[src/rtl/bcd_to_bin_pkg.sv]
// Shared constants and FSM encoding for the BCD-to-binary converter.
package bcd_to_bin_pkg;
  localparam int DIGITS       = 5;
  localparam int WIDTH        = 16;
  localparam int SHIFT_CYCLES = 17;
  localparam int MAG_BITS     = 17;
  localparam int CNT_BITS     = 5;

  localparam logic [MAG_BITS-1:0] MAX_POS = 17'd32767;
  localparam logic [MAG_BITS-1:0] MAX_NEG = 17'd32768;

  typedef enum logic [1:0] {
    IDLE   = 2'd0,
    SHIFT  = 2'd1,
    FINISH = 2'd2
  } state_t;

  function automatic logic digit_invalid(input logic [3:0] d);
    return d > 4'd9;
  endfunction
endpackage

[src/rtl/bcd_digit_adjust.sv]
// Reverse double-dabble correction for one BCD field: values >= 8 lose 3.
module bcd_digit_adjust
  import bcd_to_bin_pkg::*;
(
  input  logic [3:0] digit,
  output logic [3:0] adjusted
);
  assign adjusted = (digit >= 4'd8) ? (digit - 4'd3) : digit;
endmodule

[src/rtl/bcd_to_bin.sv]
// Sequential signed BCD to two's-complement converter, fixed 19-cycle latency.
module bcd_to_bin #(
  parameter int DIGITS = bcd_to_bin_pkg::DIGITS,
  parameter int WIDTH  = bcd_to_bin_pkg::WIDTH
) (
  input  logic             clk,
  input  logic             reset,
  input  logic             start,
  input  logic [3:0]       D_one,
  input  logic [3:0]       D_two,
  input  logic [3:0]       D_three,
  input  logic [3:0]       D_four,
  input  logic [3:0]       D_five,
  input  logic             sign,
  output logic [WIDTH-1:0] h_number,
  output logic             busy,
  output logic             done,
  output logic             error
);
  import bcd_to_bin_pkg::*;

  localparam int BCD_BITS = DIGITS * 4;

  // state is left as a named internal signal so checkers can bind to it
  state_t                state;
  logic [BCD_BITS-1:0]   bcd;
  logic [MAG_BITS-1:0]   mag;
  logic [CNT_BITS-1:0]   cnt;
  logic                  sign_q;
  logic                  bad_q;

  logic [BCD_BITS-1:0]          bcd_in;
  logic                         bad_in;
  logic [BCD_BITS+MAG_BITS-1:0] shifted;
  logic [BCD_BITS-1:0]          bcd_adj;
  logic [MAG_BITS-1:0]          neg_mag;
  logic                         range_err;

  assign bcd_in = {D_five, D_four, D_three, D_two, D_one};

  always_comb begin
    bad_in = 1'b0;
    for (int i = 0; i < DIGITS; i++) begin
      bad_in = bad_in | digit_invalid(bcd_in[4*i +: 4]);
    end
  end

  assign shifted = {bcd, mag} >> 1;

  for (genvar g = 0; g < DIGITS; g++) begin : g_adj
    bcd_digit_adjust u_adj (
      .digit    (shifted[MAG_BITS + 4*g +: 4]),
      .adjusted (bcd_adj[4*g +: 4])
    );
  end

  assign neg_mag   = ~mag + 1'b1;
  // negative side allows one extra count (-32768)
  assign range_err = sign_q ? (mag > MAX_POS) : (mag > MAX_NEG);

  always_ff @(posedge clk) begin
    if (reset) begin
      state    <= IDLE;
      bcd      <= '0;
      mag      <= '0;
      cnt      <= '0;
      sign_q   <= 1'b0;
      bad_q    <= 1'b0;
      h_number <= '0;
      busy     <= 1'b0;
      done     <= 1'b0;
      error    <= 1'b0;
    end else begin
      done <= 1'b0;
      case (state)
        IDLE: begin
          if (start) begin
            bcd    <= bcd_in;
            sign_q <= sign;
            bad_q  <= bad_in;
            mag    <= '0;
            cnt    <= '0;
            busy   <= 1'b1;
            state  <= SHIFT;
          end
        end
        SHIFT: begin
          bcd <= bcd_adj;
          mag <= shifted[MAG_BITS-1:0];
          if (cnt == CNT_BITS'(SHIFT_CYCLES - 1)) begin
            state <= FINISH;
          end else begin
            cnt <= cnt + 1'b1;
          end
        end
        FINISH: begin
          if (bad_q || range_err) begin
            h_number <= '0;
            error    <= 1'b1;
          end else begin
            h_number <= sign_q ? mag[WIDTH-1:0] : neg_mag[WIDTH-1:0];
            error    <= 1'b0;
          end
          done  <= 1'b1;
          busy  <= 1'b0;
          state <= IDLE;
        end
        default: state <= IDLE;
      endcase
    end
  end
endmodule

[config.mk]
export PLATFORM = sky130hd
export DESIGN_NAME = bcd_to_bin
export DESIGN_NICKNAME = d
export VERILOG_FILES = /design/src/rtl/bcd_to_bin_pkg.sv /design/src/rtl/bcd_digit_adjust.sv /design/src/rtl/bcd_to_bin.sv
export SDC_FILE = /design/constraint.sdc
export NUM_CORES = 1
export LEC_CHECK = 0
export ABC_AREA = 1
export CORE_MARGIN = 2
export CORE_UTILIZATION = 26
export CTS_CLUSTER_SIZE = 12
export DETAILED_ROUTE_END_ITERATION = 16
export DONT_BUFFER_PORTS = 1
export SYNTH_ARGS = -nofsm -noshare
export SYNTH_HDL_FRONTEND = slang
export SYNTH_SLANG_ARGS = --single-unit
[constraint.sdc]
create_clock -name clk -period 2.95 [get_ports clk]
set_input_delay 0.4425 -clock clk [delete_from_list [all_inputs] [get_ports clk]]
set_output_delay 0.4425 -clock clk [all_outputs]
set_load 0.02 [all_outputs]
==> impl_metrics.py <==
metrics = {
    "final_layout": {
        "final.fill_count": 1371,
        "fin_nets": 499,
        "drive_gt1_share_pct": 6.64,
        "area_growth_pct": 13.0,
        "final_cell_count_no_fill": 641,
    },
    "critical_path": {
        "rrSetupSlack_ps": 1030,
        "cp_max_fo": 22,
        "reg2reg_to": "bcd[8]$_SDFFE_PP0P_",
        "critPathRequiredTime_ps": 3140,
        "cp.arrival_ps": 2110,
        "cp-start-kind": "flop",
        "cp-end-kind": "flop",
        "criticalPathCategory": "flop to flop",
        "regToRegStartpoint": "state[0]$_SDFFE_PP0P_",
        "worst_r2r_path_depth": 7,
    },
    "yosys": {
        "ys_seq_area_share_pct": 39.2,
        "synth_seq_cells": 65,
        "synth_warnings": 0,
        "ys_types": 32,
        "syn_inst": 471,
        "synth_nets": 507,
        "yosys.area.top_type": "dfxtp_1",
        "syn_area_per_cell_um2": 7.05,
        "synth_area_leaders": "dfxtp_1 39%, nand2_1 12%, a21oi_1 6.8%, nor2_1 6.8%, inv_1 5.9%",
        "synthesis.area_mm2": 0.00332,
        "netlist.area_leader.share_pct": 39.2,
    },
    "die": {
        "rows": 41,
        "core_area_mm2": 0.0125,
        "dieWidth_um": 117,
        "pin_count": 43,
        "initial_core_util_pct": 26.5,
        "die_y_um": 117,
        "dieArea_mm2": 0.0137,
    },
    "sta": {
        "fin_crit_ps": 1920,
        "tns_ps": 0,
        "max_slew_margin_pct": 52.9,
        "tightest_slew_ps": 706,
        "finalSetupViolCount": 0,
        "clock_skew_ps": 8.04,
        "drv_slew": 0,
        "rsz0062_at_grt": "false",
        "hold_violations": 0,
        "clock.fmax_mhz": 521,
        "period_share_pct": 65.0,
    },
    "global_route": {
        "grt_max_degree": 52,
        "grt_pass1_vias": 2803,
        "antenna_found_initial": 2,
        "grt_pass1_wl_um": 13400,
        "grt_use_total_pct": 12.7,
        "overflow": 0,
    },
    "drt": {
        "vias_per_cell": 4.61,
        "final_antenna_net_count": 0,
        "drt_iter0_markers": 216,
        "wl_per_cell_um": 12.9,
        "dr.pass1.iters": 4,
        "remaining_drc_errors": 0,
        "via_count": 2953,
        "routed_wl_um": 8250,
    },
    "cts": {
        "cts_setup_buffers": 0,
        "cts_inserted_buffers": 9,
        "clk_pin_slew_ps": 50,
        "cts_resized": 0,
        "hold_buffers": 0,
        "clockRootBuffer": "clkbuf_16",
        "cts_tree": "built",
        "clock-sinks": 65,
        "clock_path_buffers": 2,
        "clk_latency_ps": 340,
        "htree_levels": 3,
    },
    "power": {
        "ir_drop_mv": 0.282,
        "p_total_w": 0.00218,
        "power-per-cell-area_mw_per_mm2": 582,
        "leakage_nw": 1.55,
    },
    "worst_hold_path": {
        "hold_path_end": "h_number[13]$_SDFFE_PP0P_",
        "hold_class": "input pin to flop",
        "min-delay-start": "reset",
        "hold_path_depth": 1,
    },
    "run": {
        "max-cap-violations": 0,
    },
    "placement": {
        "gp_congestion": 0.810,
        "post-dp-hpwl_um": 5820,
        "dp_cells": 624,
        "port_buffers": 0,
    },
    "outcome": {
        "status": "finished clean",
    },
}
-- power breakdown --
group          total (W)  switching, W  internal [W]
logic           0.000177      0.000116     0.0000604
registers       0.000943     0.0000301      0.000913
clock network    0.00106      0.000370      0.000691
-- state kept, by name, indices dropped and copies added (netlist names) --
signal / flops
sign_q: 1
bcd: 20
cnt: 5
mag: 17
state: 2
h_number: 16
error: 1
busy: 1
bad_q: 1
done: 1
-- Yosys cell counts (all sizes together) --
| cell type | n |
|---|---|
| nand2 | 107 |
| dfxtp | 65 |
| nor2 | 64 |
| inv | 56 |
| a21oi | 45 |
| o21ai | 39 |
| nand3 | 17 |
| o32ai | 14 |
| clkbuf | 12 |
| ha | 12 |
| buf | 8 |
| xor2 | 7 |
| a221oi | 6 |
| o221ai | 4 |
| xnor2 | 3 |
| a22oi | 2 |
| nand4 | 2 |
| or2 | 2 |
| a31oi | 1 |
| clkinv | 1 |
| nand3b | 1 |
| nor3 | 1 |
| o211ai | 1 |
| o22ai | 1 |
-- cell usage in the layout (no fill, tap or decap) --
cell type / synthesis / final
clkbuf_16: 0 / 9
nor2_1: 60 / 60
nand3_1: 16 / 16
dfxtp_1: 65 / 65
nand3b_1: 1 / 1
a221oi_1: 6 / 6
o32ai_1: 14 / 14
or2_2: 2 / 2
bufinv_16: 0 / 1
a21oi_1: 45 / 45
xor2_1: 7 / 7
clkinv_1: 1 / 1
o221ai_1: 4 / 4
nand3_2: 1 / 1
clkbuf_8: 0 / 2
a22oi_1: 2 / 2
o21ai_1: 1 / 1
a31oi_1: 1 / 1
inv_2: 4 / 4
nand2_2: 5 / 5
nand4_1: 2 / 2
nor2_4: 3 / 3
clkbuf_1: 12 / 1
o21ai_0: 38 / 38
nor3_1: 1 / 1
diode_2: 0 / 2
nand2_1: 102 / 102
ha_1: 12 / 12
inv_1: 52 / 52
clkinv_2: 0 / 2
o22ai_1: 1 / 1
nor2_2: 1 / 1
buf_4: 1 / 1
xnor2_1: 3 / 3
o211ai_1: 1 / 1
-- area by class of cell --
type                    instances  area (um^2)  area share (%)
repair buffers                  1         7.51           0.200
flip-flops and latches         65         1300            34.7
well taps                     172          215            5.74
clock buffers                  12          256            6.84
diodes                          2         5.00           0.133
clock inverters                 3         40.0            1.07
multi-input cells             329         1710            45.6
inverters                      57          214            5.71
-- critical path, cell delays in order, from the launching register on --
cell	delay, ps
dfxtp_1	380
inv_2	70
nor2_4	350
nor2_1	120
inv_1	540
o21ai_0	160
nand2_1	80
o21ai_0	80
-- per-layer routing --
metal	share of wire, %	track usage [%]
met5	0	0
met4	2.1	5.41
met2	45	19.9
met3	6.7	4.89
met1	46	15.7
-- logic make-up (layout without fill, tap and decap cells) --
| kind of cell | after synthesis | in the layout | synth area share [%] |
|---|---|---|---|
| buf+inv | 77 | 73 | 9.27 |
| compound gates | 113 | 113 | 20.1 |
| fa+ha+maj | 12 | 12 | 4.52 |
| flops | 65 | 65 | 39.2 |
| xor+xnor | 10 | 10 | 2.64 |
| simple gates | 194 | 194 | 24.3 |
| other cells | 0 | 2 | 0 |
-- stage by stage --
step / area (um^2) / worst slack (ps) / utilization (%) / hold WS (ps)
2_1_floorplan: 3320 / 1440 / - / 440
3_3_place_gp: 3450 / 1040 / 27.5 / 447
3_5_place_dp: 3450 / 1040 / 27.5 / 451
4_1_cts: 3740 / 1020 / 29.9 / 169
5_1_grt: 3740 / 806 / 29.9 / 167
6_report: 3750 / 1030 / 30.0 / 170
-- worst max-delay path by stage --
| stage | startpoint | end | slack, ps |
|---|---|---|---|
| 2_1_floorplan | mag[1]$_SDFFE_PP0P_ | h_number[2]$_SDFFE_PP0P_ | 1440 |
| 3_3_place_gp | state[0]$_SDFFE_PP0P_ | bcd[8]$_SDFFE_PP0P_ | 1040 |
| 3_5_place_dp | state[0]$_SDFFE_PP0P_ | bcd[8]$_SDFFE_PP0P_ | 1040 |
| 4_1_cts | state[0]$_SDFFE_PP0P_ | bcd[8]$_SDFFE_PP0P_ | 1020 |
| 5_1_grt | mag[1]$_SDFFE_PP0P_ | h_number[13]$_SDFFE_PP0P_ | 810 |
| 6_report | state[0]$_SDFFE_PP0P_ | bcd[8]$_SDFFE_PP0P_ | 1030 |
No activity file was read; power rests on OpenSTA's default activity.
